==> config.mk <==
export PLATFORM = sky130hd
export DESIGN_NAME = mac_requant_pack
export DESIGN_NICKNAME = d
export VERILOG_FILES = /design/src/rtl/staged_mac_pkg.sv /design/src/rtl/requant_sat.sv /design/src/rtl/mac_requant_pack.sv
export SDC_FILE = /design/constraint.sdc
export NUM_CORES = 2
export LEC_CHECK = 0
export BUFFER_PORTS_ARGS = -buffer_cell sky130_fd_sc_hd__buf_2
export CORE_AREA = 2 2 300 302
export DETAILED_ROUTE_END_ITERATION = 8
export DIE_AREA = 0 0 302 304
export GPL_TIMING_DRIVEN = 0
export SYNTH_ARGS = -nofsm -noshare
export SYNTH_HDL_FRONTEND = slang
export SYNTH_SLANG_ARGS = --single-unit
==> constraint.sdc <==
create_clock -name ACLK -period 18.85 [get_ports ACLK]
set_input_delay 1.885 -clock ACLK [delete_from_list [all_inputs] [get_ports ACLK]]
set_output_delay 1.885 -clock ACLK [all_outputs]
set_load 0.01 [all_outputs]
==> src/rtl/staged_mac_pkg.sv <==
// -----------------------------------------------------------------------------
// staged_mac_pkg
// Shared constants, types and helpers for the accumulator requantize/pack path.
//   ACC_W     : accumulator width (also packed output word width)
//   OUT_W     : requantized element width
//   PACK      : elements per output word
//   SCALE_W   : unsigned scale multiplier width
//   SHIFT_W   : right-shift amount width
//   MAX_SHIFT : largest shift honoured; larger requests are clamped
// -----------------------------------------------------------------------------
package staged_mac_pkg;

    localparam int unsigned ACC_W     = 32;
    localparam int unsigned OUT_W     = 8;
    localparam int unsigned PACK      = ACC_W / OUT_W;
    localparam int unsigned SCALE_W   = 16;
    localparam int unsigned SHIFT_W   = 6;
    localparam int unsigned MAX_SHIFT = 47;

    // Signed acc * signed {0,scale}
    localparam int unsigned PROD_W    = ACC_W + SCALE_W + 1;

    typedef logic signed [ACC_W-1:0] acc_t;
    typedef logic signed [OUT_W-1:0] elem_t;
    typedef logic        [PACK-1:0]  keep_t;
    // One guard bit above the product so the rounding add cannot overflow
    typedef logic signed [PROD_W:0]  wide_t;

    function automatic elem_t sat_s8(input wide_t v);
        elem_t res;
        if (v > wide_t'(127)) begin
            res = elem_t'(127);
        end else if (v < wide_t'(-128)) begin
            res = elem_t'(-128);
        end else begin
            res = elem_t'(v);
        end
        return res;
    endfunction

endpackage

==> src/rtl/requant_sat.sv <==
// -----------------------------------------------------------------------------
// requant_sat
// Two-stage requantizer: S1 scales the accumulator, S2 applies the rounding
// arithmetic shift, optional ReLU, zero-point add and signed 8-bit saturation.
// Config and sideband (last/id) travel with the data; everything advances only
// while en_i is high.
//   clk_i, rst_i       : clock, synchronous active-high reset
//   en_i               : pipeline advance enable
//   valid_i            : beat accepted this cycle
//   data_i             : signed accumulator result
//   scale_i, shift_i   : scale multiplier, right-shift amount
//   relu_i, zp_i       : ReLU enable, signed zero point
//   last_i, id_i       : packet sideband
//   valid_o, elem_o    : requantized element out of S2
//   last_o, id_o       : sideband out of S2
// -----------------------------------------------------------------------------
module requant_sat
    import staged_mac_pkg::*;
(
    input  logic               clk_i,
    input  logic               rst_i,
    input  logic               en_i,
    input  logic               valid_i,
    input  acc_t               data_i,
    input  logic [SCALE_W-1:0] scale_i,
    input  logic [SHIFT_W-1:0] shift_i,
    input  logic               relu_i,
    input  elem_t              zp_i,
    input  logic               last_i,
    input  logic [7:0]         id_i,
    output logic               valid_o,
    output elem_t              elem_o,
    output logic               last_o,
    output logic [7:0]         id_o
);

    // S1 registers
    logic                     v1_q;
    logic signed [PROD_W-1:0] prod_q, prod_d;
    logic [SHIFT_W-1:0]       shift_q, shift_d;
    logic                     relu_q;
    elem_t                    zp_q;
    logic                     last1_q;
    logic [7:0]               id1_q;

    // S2 registers
    logic                     v2_q;
    elem_t                    elem_q, elem_d;
    logic                     last2_q;
    logic [7:0]               id2_q;

    wide_t                    x, rnd, r;

    always_comb begin
        prod_d  = PROD_W'(data_i) * PROD_W'($signed({1'b0, scale_i}));
        shift_d = (shift_i > SHIFT_W'(MAX_SHIFT)) ? SHIFT_W'(MAX_SHIFT) : shift_i;
    end

    always_comb begin
        x   = wide_t'(prod_q);
        rnd = '0;
        if (shift_q != '0) begin
            rnd[shift_q - 1'b1] = 1'b1;
        end
        r = (x + rnd) >>> shift_q;
        if (relu_q && (r < 0)) begin
            r = '0;
        end
        r      = r + wide_t'(zp_q);
        elem_d = sat_s8(r);
    end

    always_ff @(posedge clk_i) begin
        if (rst_i) begin
            v1_q    <= 1'b0;
            prod_q  <= '0;
            shift_q <= '0;
            relu_q  <= 1'b0;
            zp_q    <= '0;
            last1_q <= 1'b0;
            id1_q   <= '0;
            v2_q    <= 1'b0;
            elem_q  <= '0;
            last2_q <= 1'b0;
            id2_q   <= '0;
        end else if (en_i) begin
            v1_q    <= valid_i;
            prod_q  <= prod_d;
            shift_q <= shift_d;
            relu_q  <= relu_i;
            zp_q    <= zp_i;
            last1_q <= last_i;
            id1_q   <= id_i;
            v2_q    <= v1_q;
            elem_q  <= elem_d;
            last2_q <= last1_q;
            id2_q   <= id1_q;
        end
    end

    assign valid_o = v2_q;
    assign elem_o  = elem_q;
    assign last_o  = last2_q;
    assign id_o    = id2_q;

endmodule

==> src/rtl/mac_requant_pack.sv <==
// -----------------------------------------------------------------------------
// mac_requant_pack
// Requantizes a stream of signed accumulator results to signed 8-bit elements
// and packs PACK of them per output word (element k in byte k). A packet end
// (TLAST) flushes a partial word with only the used byte lanes kept.
//   ACLK, ARESET          : clock, synchronous active-high reset
//   CFG_SCALE/SHIFT/RELU/ZP : requant config, sampled with each accepted beat
//   SA_AXIS_*             : accumulator result slave stream
//   MO_AXIS_*             : packed word master stream (TKEEP, TLAST, TID)
// The whole pipeline stalls while an output word is held unaccepted, so
// SA_AXIS_TREADY is combinational from MO_AXIS_TREADY.
// -----------------------------------------------------------------------------
module mac_requant_pack #(
    parameter int unsigned DATA_WIDTH = 32,
    parameter int unsigned OUT_BITS   = 8,
    parameter int unsigned PACK       = DATA_WIDTH / OUT_BITS,
    parameter int unsigned SCALE_BITS = 16,
    parameter int unsigned SHIFT_BITS = 6
) (
    input  logic                  ACLK,
    input  logic                  ARESET,
    input  logic [SCALE_BITS-1:0] CFG_SCALE,
    input  logic [SHIFT_BITS-1:0] CFG_SHIFT,
    input  logic                  CFG_RELU,
    input  logic [OUT_BITS-1:0]   CFG_ZP,
    input  logic                  SA_AXIS_TVALID,
    output logic                  SA_AXIS_TREADY,
    input  logic [DATA_WIDTH-1:0] SA_AXIS_TDATA,
    input  logic                  SA_AXIS_TLAST,
    input  logic [7:0]            SA_AXIS_TID,
    output logic                  MO_AXIS_TVALID,
    input  logic                  MO_AXIS_TREADY,
    output logic [DATA_WIDTH-1:0] MO_AXIS_TDATA,
    output logic [PACK-1:0]       MO_AXIS_TKEEP,
    output logic                  MO_AXIS_TLAST,
    output logic [7:0]            MO_AXIS_TID
);

    import staged_mac_pkg::*;

    localparam int unsigned CNT_W = $clog2(PACK);

    logic                  en;
    logic                  accept;

    logic                  v2;
    elem_t                 elem2;
    logic                  last2;
    logic [7:0]            id2;

    logic [OUT_BITS-1:0]   lanes_q [PACK];
    logic [OUT_BITS-1:0]   lanes_d [PACK];
    logic [CNT_W-1:0]      cnt_q, cnt_d;
    logic                  done;
    logic [DATA_WIDTH-1:0] word_d;
    logic [PACK-1:0]       keep_d;

    logic                  tvalid_q;
    logic [DATA_WIDTH-1:0] tdata_q;
    logic [PACK-1:0]       tkeep_q;
    logic                  tlast_q;
    logic [7:0]            tid_q;

    assign en             = ~(tvalid_q & ~MO_AXIS_TREADY);
    assign SA_AXIS_TREADY = en & ~ARESET;
    assign accept         = SA_AXIS_TVALID & SA_AXIS_TREADY;

    requant_sat u_requant_sat (
        .clk_i   (ACLK),
        .rst_i   (ARESET),
        .en_i    (en),
        .valid_i (accept),
        .data_i  (SA_AXIS_TDATA),
        .scale_i (CFG_SCALE),
        .shift_i (CFG_SHIFT),
        .relu_i  (CFG_RELU),
        .zp_i    (CFG_ZP),
        .last_i  (SA_AXIS_TLAST),
        .id_i    (SA_AXIS_TID),
        .valid_o (v2),
        .elem_o  (elem2),
        .last_o  (last2),
        .id_o    (id2)
    );

    // Word is assembled from the lanes including this cycle's element; lanes
    // are cleared on completion so unused upper lanes of a short word read 0.
    always_comb begin
        lanes_d = lanes_q;
        cnt_d   = cnt_q;
        done    = 1'b0;
        word_d  = '0;
        keep_d  = '0;
        if (v2) begin
            lanes_d[cnt_q] = elem2;
            done = last2 || (cnt_q == CNT_W'(PACK - 1));
            for (int unsigned k = 0; k < PACK; k++) begin
                word_d[k*OUT_BITS +: OUT_BITS] = lanes_d[k];
                keep_d[k] = (k <= 32'(cnt_q));
            end
            if (done) begin
                cnt_d = '0;
                for (int unsigned k = 0; k < PACK; k++) begin
                    lanes_d[k] = '0;
                end
            end else begin
                cnt_d = cnt_q + CNT_W'(1);
            end
        end
    end

    always_ff @(posedge ACLK) begin
        if (ARESET) begin
            cnt_q    <= '0;
            for (int unsigned k = 0; k < PACK; k++) begin
                lanes_q[k] <= '0;
            end
            tvalid_q <= 1'b0;
            tdata_q  <= '0;
            tkeep_q  <= '0;
            tlast_q  <= 1'b0;
            tid_q    <= '0;
        end else if (en) begin
            cnt_q   <= cnt_d;
            lanes_q <= lanes_d;
            if (done) begin
                tvalid_q <= 1'b1;
                tdata_q  <= word_d;
                tkeep_q  <= keep_d;
                tlast_q  <= last2;
                tid_q    <= id2;
            end else if (MO_AXIS_TREADY) begin
                tvalid_q <= 1'b0;
            end
        end
    end

    assign MO_AXIS_TVALID = tvalid_q;
    assign MO_AXIS_TDATA  = tdata_q;
    assign MO_AXIS_TKEEP  = tkeep_q;
    assign MO_AXIS_TLAST  = tlast_q;
    assign MO_AXIS_TID    = tid_q;

endmodule
---- Word-level counts from Yosys, hierarchy flattened ----
Index checks and enable logic that the tools add are counted.
storage, ports and cells
  flip-flop bits (word level) ............. 172
  input bits .............................. 76
  output and inout port bits .............. 47
  word-level logic and storage cells ...... 72
operators by class
  add/sub/neg operators ................... 4
  multiply operators ...................... 1
  order comparisons ....................... 11
  eq/ne operators ......................... 1
  shift-type cells ........................ 1
  muxes and demuxes ....................... 17
  bitwise gates (word level) .............. 7
  reduce and logical (&&, ||, !) cells .... 9
operators with widths
  cell                                                               count
  two-way mux 50 bit                                                 2
  two-way mux 32 bit                                                 2
  adder 49 x 50 -> 50 bit                                            1
  adder 50 x 8 -> 50 bit                                             1
  > comparator 50 x 8 -> 1 bit, second input constant                1
  less-than comparator 50 x 1 -> 1 bit, second input constant        1
  less-than comparator 50 x 8 -> 1 bit, second input constant        1
  >>> shifter 50 x 6 -> 50 bit                                       1
  multiplier 32 x 17 -> 49 bit                                       1
  bitwise mux 32 bit                                                 1
  two-way mux 8 bit                                                  3
  demux 8 bit (select 2 bit)                                         1
  less-than comparator 6 x 7 -> 1 bit, second input constant         1
  demux 1 bit (select 6 bit)                                         1
  greater-or-equal comparator 6 x 1 -> 1 bit, second input constant  1
  > comparator 6 bit, second input constant                          1
  two-way mux 6 bit                                                  1
  AND reduction 2 bit                                                3
  nonzero test 6 bit                                                 1
  subtractor 6 x 1 -> 6 bit, second input constant                   1
  <= comparator 2 bit, first input constant                          2
  two-way mux 1 bit                                                  4
  two-way mux 4 bit                                                  1
  bitwise AND 1 bit                                                  3
  other kinds (11)                                                   15

---- Depth between registers and ports, before layout ----
  depth in word-level cells ............... 15
  depth in mapped cells ................... 42
  depth with buffers taken out ............ 35

---- Modules after synthesis ----
From an unflattened synthesis, not the netlist that was laid out.
unflattened totals
  cells, all modules ...................... 4357
  area, all modules ....................... 35456.5 µm²
modules (own cells, without submodules)
  module            instances  cells an instance  area each (µm²)  sequential area each (µm²)
  requant_sat       1          4011               31974.4          1841.8
  mac_requant_pack  1          346                3482.1           1601.5

---- Worst setup path before layout ----
Ideal clock, no wire load.
  path type ............................... register -> register
  from .................................... reg u_requant_sat.shift_q[1]
  to ...................................... reg u_requant_sat.elem_q[4] (netlist: u_requant_sat.elem_o[4])
  library setup time ...................... 0.131 ns
  data arrival time ....................... 10.066 ns
  data required time ...................... 18.719 ns
  slack ................................... 8.653 ns
  stages on the path, launching flop included .. 41
  path buffers ............................ 7
  clock period less this slack ............ 10.197 ns
  cells stage by stage .................... dfxtp_1 -> clkbuf_1 -> inv_1 -> clkbuf_1 -> clkbuf_1 -> clkbuf_1 -> buf_1 -> ha_1 -> clkbuf_1 -> inv_1 -> or3_1 -> o21ai_0 -> nand3_1 -> nor2_1 -> ha_1 -> buf_4 -> nand3_2 -> or4_4 -> [5 not listed] -> o21ba_1 -> mux4_2 -> o211ai_1 -> a211oi_1 -> ha_1 -> fa_1 -> a211oi_2 -> nor4_2 -> or3_4 -> a211oi_2 -> xor2_1 -> nand3_1 -> nor4_1 -> nand3_1 -> or4_1 -> or4_4 -> o32ai_4 -> o32ai_1
on the way
  word-level cells in the longest chain between the ends .. 15
  elaborated cells between the ends (all ways) .. 18
  those cells by class .................... add/sub: 3; order compare: 5; shift: 1; mux: 6; reduce/logical: 3
RTL lines
  element                                                                                                                         line                  source
  start: declaration                                                                                                              requant_sat.sv:40     logic [SHIFT_W-1:0] shift_q, shift_d;
  start signal: assignment                                                                                                        requant_sat.sv:89     shift_q <= shift_d;
  subtractor 6 x 1 -> 6 bit                                                                                                       requant_sat.sv:63     rnd[shift_q - 1'b1] = 1'b1;
  less-than comparator 6 x 7 -> 1 bit (not written as such) / greater-or-equal comparator 6 x 1 -> 1 bit (equally long branches)  requant_sat.sv:63
  logical AND 1 bit (not written as such)                                                                                         requant_sat.sv:63
  two-way mux 1 bit (not written as such)                                                                                         requant_sat.sv:63
  demux 1 bit (select 6 bit)                                                                                                      n/a
  two-way mux 50 bit                                                                                                              requant_sat.sv:62     if (shift_q != '0) begin
  adder 49 x 50 -> 50 bit                                                                                                         requant_sat.sv:65     r = (x + rnd) >>> shift_q;
  >>> shifter 50 x 6 -> 50 bit *                                                                                                  requant_sat.sv:65
  less-than comparator 50 x 1 -> 1 bit                                                                                            requant_sat.sv:66     if (relu_q && (r < 0)) begin
  logical AND 1 bit                                                                                                               requant_sat.sv:66
  two-way mux 50 bit *                                                                                                            requant_sat.sv:66
  adder 50 x 8 -> 50 bit *                                                                                                        requant_sat.sv:69     r = r + wide_t'(zp_q);
  less-than comparator 50 x 8 -> 1 bit                                                                                            staged_mac_pkg.sv:33  end else if (v < wide_t'(-128)) begin
  two-way mux 8 bit                                                                                                               staged_mac_pkg.sv:33
  two-way mux 8 bit *                                                                                                             staged_mac_pkg.sv:31  if (v > wide_t'(127)) begin
  end signal: assignment                                                                                                          requant_sat.sv:95     elem_q <= elem_d;
  end: declaration                                                                                                                requant_sat.sv:48     elem_t elem_q, elem_d;
Mark *: on every way between the ends. The rest lies on a longest branch, timed or not.
A chain may end at the register's enable or synchronous reset.

---- Worst setup path after layout ----
  from .................................... reg u_requant_sat.shift_q[1]
  to ...................................... reg u_requant_sat.elem_q[6] (netlist: u_requant_sat.elem_o[6])
The elaborated chain is that of the path after synthesis.

==> results.sh <==
export IMPL_synth_async_reset_ratio_pct=0
export IMPL_grt_use_met3_pct=2.82
export IMPL_port_buffers=121
export IMPL_root_buffer="clkbuf_16"
export IMPL_cp_required_ns=19.22
export IMPL_synth_sequential_area_ratio_pct=9.81
export IMPL_synth_cell_types=103
export IMPL_top_usage_layer="met2"
export IMPL_final_hold_viol_count=0
export IMPL_clkLatencyLatePin_ns=0.46
export IMPL_fill_cells=9280
export IMPL_drive_gt1_share_pct=5.88
export IMPL_max_freq_mhz=69.7
export IMPL_hold_depth=2
export IMPL_fin_cells=5731
export IMPL_fin_worst_skew_ns=0.0138
export IMPL_fp_coreArea_sq_um=89000
export IMPL_reg2reg_depth=39
export IMPL_track_usage_pct=27.9
export IMPL_ys_flop_type="dfxtp_1"
export IMPL_rsz0062_at_grt="false"
export IMPL_worstSetupStartpointType="register"
export IMPL_first_pass_iters=8
export IMPL_grt_pass1_wl_microns=198000
export IMPL_hpwl_microns=106000
export IMPL_hold_buffers=0
export IMPL_p_leak_uw=0.0170
export IMPL_die_w_microns=302
export IMPL_first_iter_violations=2905
export IMPL_yosys_area_top_type_share_pct=28.0
export IMPL_tns_ns=0
export IMPL_cts_resized_gates=0
export IMPL_wl_microns=128000
export IMPL_use_met2_pct=45.5
export IMPL_max_stage_delay_ns=0.75
export IMPL_routedWlPerCell_microns=22.3
export IMPL_critPathTopFamily="compound AO/OA/AOI/OAI gates"
export IMPL_critPathMaxFanout=10
export IMPL_worst_slew_pin_transition_ns=1.34
export IMPL_synth_top_area_cell="fa_1"
export IMPL_die_height_microns=304
export IMPL_synthToLayoutAreaGrowth_pct=7.81
export IMPL_final_min_clock_period_ns=14.36
export IMPL_hp_class="reg -> reg"
export IMPL_grt_start_max_net_pins=38
export IMPL_met1_usage_pct=37.5
export IMPL_post_cts_buffers=0
export IMPL_vdd_drop_max_uv=245
export IMPL_netlist_instances=4399
export IMPL_syn_area_sq_um=35100
export IMPL_crit_path_frequent_cell="clkbuf_1"
export IMPL_ant_nets=0
export IMPL_worstSetupPathDepth=39
export IMPL_cap_viol_max_count=0
export IMPL_ys_ff_latch=172
export IMPL_cts_tree="yes"
export IMPL_synth_commonest_cells="nand2_1, inv_1, fa_1, nor2_1, a21oi_1"
export IMPL_htree_levels=4
export IMPL_setup_viol=0
export IMPL_critPathSlowestCell="nor4_2"
export IMPL_synth_area_leaders="fa_1, dfxtp_1, ha_1"
export IMPL_path_class="reg -> reg"
export IMPL_p_per_area_nw_per_um2=216
export IMPL_ys_warn_count=0
export IMPL_worstPathArrival_ns=14.73
export IMPL_yosysMostFrequentCell="nand2_1"
export IMPL_overflow=0
export IMPL_max_slew_margin_pct=10.1
export IMPL_synth_avg_cell_area_sq_um=7.98
export IMPL_antenna_found_initial=1
export IMPL_clock_sinks=172
export IMPL_layout_nets=5328
export IMPL_synth_edff_count=0
export IMPL_period_share_pct=76.2
export IMPL_seq_area_sq_um=3440
export IMPL_end_kind="register"
export IMPL_path_clk_slew_ns=0.08
export IMPL_die_area_sq_um=91800
export IMPL_num_rows=110
export IMPL_gp_congestion=0.994
export IMPL_multi_input_area_sq_um=28500
export IMPL_vias_per_cell=5.69
export IMPL_outcome="finished, final reports clean"
export IMPL_drcViolationCount=0
export IMPL_clk_path_buf_depth=2
export IMPL_io_pins=123
export IMPL_grt_pass1_vias=33103
export IMPL_syn_nets=5186
export IMPL_cts_buffers=17
export IMPL_placed_cells=5698
export IMPL_final_max_slew_viol_count=0
export IMPL_vias=32611
export IMPL_cp_num_buf_inv=8
export IMPL_start_util_pct=39.4
-- worst min-delay path: stages, from the launching register on --
cell	delay (ns)
dfxtp_1	0.32
nand2_1	0.05
a21oi_1	0.05
-- layout make-up --
| type | count | share of cell area, % |
|---|---|---|
| Antenna cell | 1 | 0.00662 |
| Inverter | 575 | 5.71 |
| Multi-Input combinational cell | 3393 | 75.3 |
| Tap cell | 1176 | 3.89 |
| Clock buffer | 17 | 1.12 |
| Sequential cell | 172 | 9.11 |
| Buffer | 259 | 2.65 |
| Timing Repair Buffer | 123 | 1.68 |
| Clock inverter | 15 | 0.536 |
-- metal layers --
metal	part of all wire [%]	routed length [microns]
met1	43	54800
met4	5.0	6440
met2	46	58700
met3	6.0	7670
met5	0	0
-- through the flow --
| step | area, sq um | utilization (%) | worst slack, ns | total power, uW | hold WS [ns] |
|---|---|---|---|---|---|
| final | 37800 | 42.5 | 4.49 | 8180 | 0.455 |
| after global routing | 37800 | 42.5 | 3.93 | 9140 | 0.480 |
| after CTS | 37800 | 42.5 | 4.76 | 8140 | 0.455 |
| after detailed placement | 37200 | 41.8 | 4.80 | 7720 | 0.443 |
| after global placement | 37200 | 41.7 | 4.33 | 7660 | 0.439 |
| after floorplan | 35100 | - | 8.65 | 6070 | 0.429 |
-- cell usage in the layout, fill, tap and decap left out, types with 81 or more instances in the layout --
cell type	synthesis	layout
ha_1	220	220
buf_2	7	128
o21ai_0	133	133
mux2i_1	86	86
nor2_1	311	311
fa_1	491	491
inv_1	572	572
nand2_1	637	637
clkbuf_1	219	219
dfxtp_1	172	171
xnor2_1	81	81
a211oi_1	84	84
a21oi_1	271	271
and2_1	229	229
-- path summary, 6_finish.rpt --
path	end	from	slack, ns
max	u_requant_sat.elem_o[6]$_SDFFE_PP0N_	u_requant_sat.shift_q[1]$_SDFFE_PP0N_	4.49
min	u_requant_sat.id1_q[2]$_SDFFE_PP0N_	u_requant_sat.id1_q[2]$_SDFFE_PP0N_	0.45
max reg2reg	u_requant_sat.elem_o[6]$_SDFFE_PP0N_	u_requant_sat.shift_q[1]$_SDFFE_PP0N_	4.49
min reg2reg	u_requant_sat.id1_q[2]$_SDFFE_PP0N_	u_requant_sat.id1_q[2]$_SDFFE_PP0N_	0.45
-- where the power goes --
part / internal (uW) / leakage, uW / switching, uW
Combinational: 3120 / 0.0153 / 4180
Clock: 184 / 0.000298 / 196
Sequential: 467 / 0.00141 / 34.4
-- cells by family after synthesis --
group / after synthesis / share of synthesized area [%]
adder cells (fa/ha/maj): 711 / 35.9
AND/OR/NAND/NOR: 1500 / 19.8
XOR/XNOR: 123 / 3.15
flip-flops: 172 / 9.81
multiplexers: 127 / 4.45
buffers and inverters: 834 / 9.01
AO/OA/AOI/OAI: 932 / 17.9
-- registers in the layout, indices dropped and copies added (netlist names), 8 cells and up --
| signal | cells |
|---|---|
| MO_AXIS_TDATA | 32 |
| MO_AXIS_TID | 8 |
| lanes_q | 32 |
| u_requant_sat.elem_o | 8 |
| u_requant_sat.id1_q | 8 |
| u_requant_sat.id_o | 8 |
| u_requant_sat.prod_q | 49 |
| u_requant_sat.zp_q | 8 |
(Power assumes the default switching activity.)
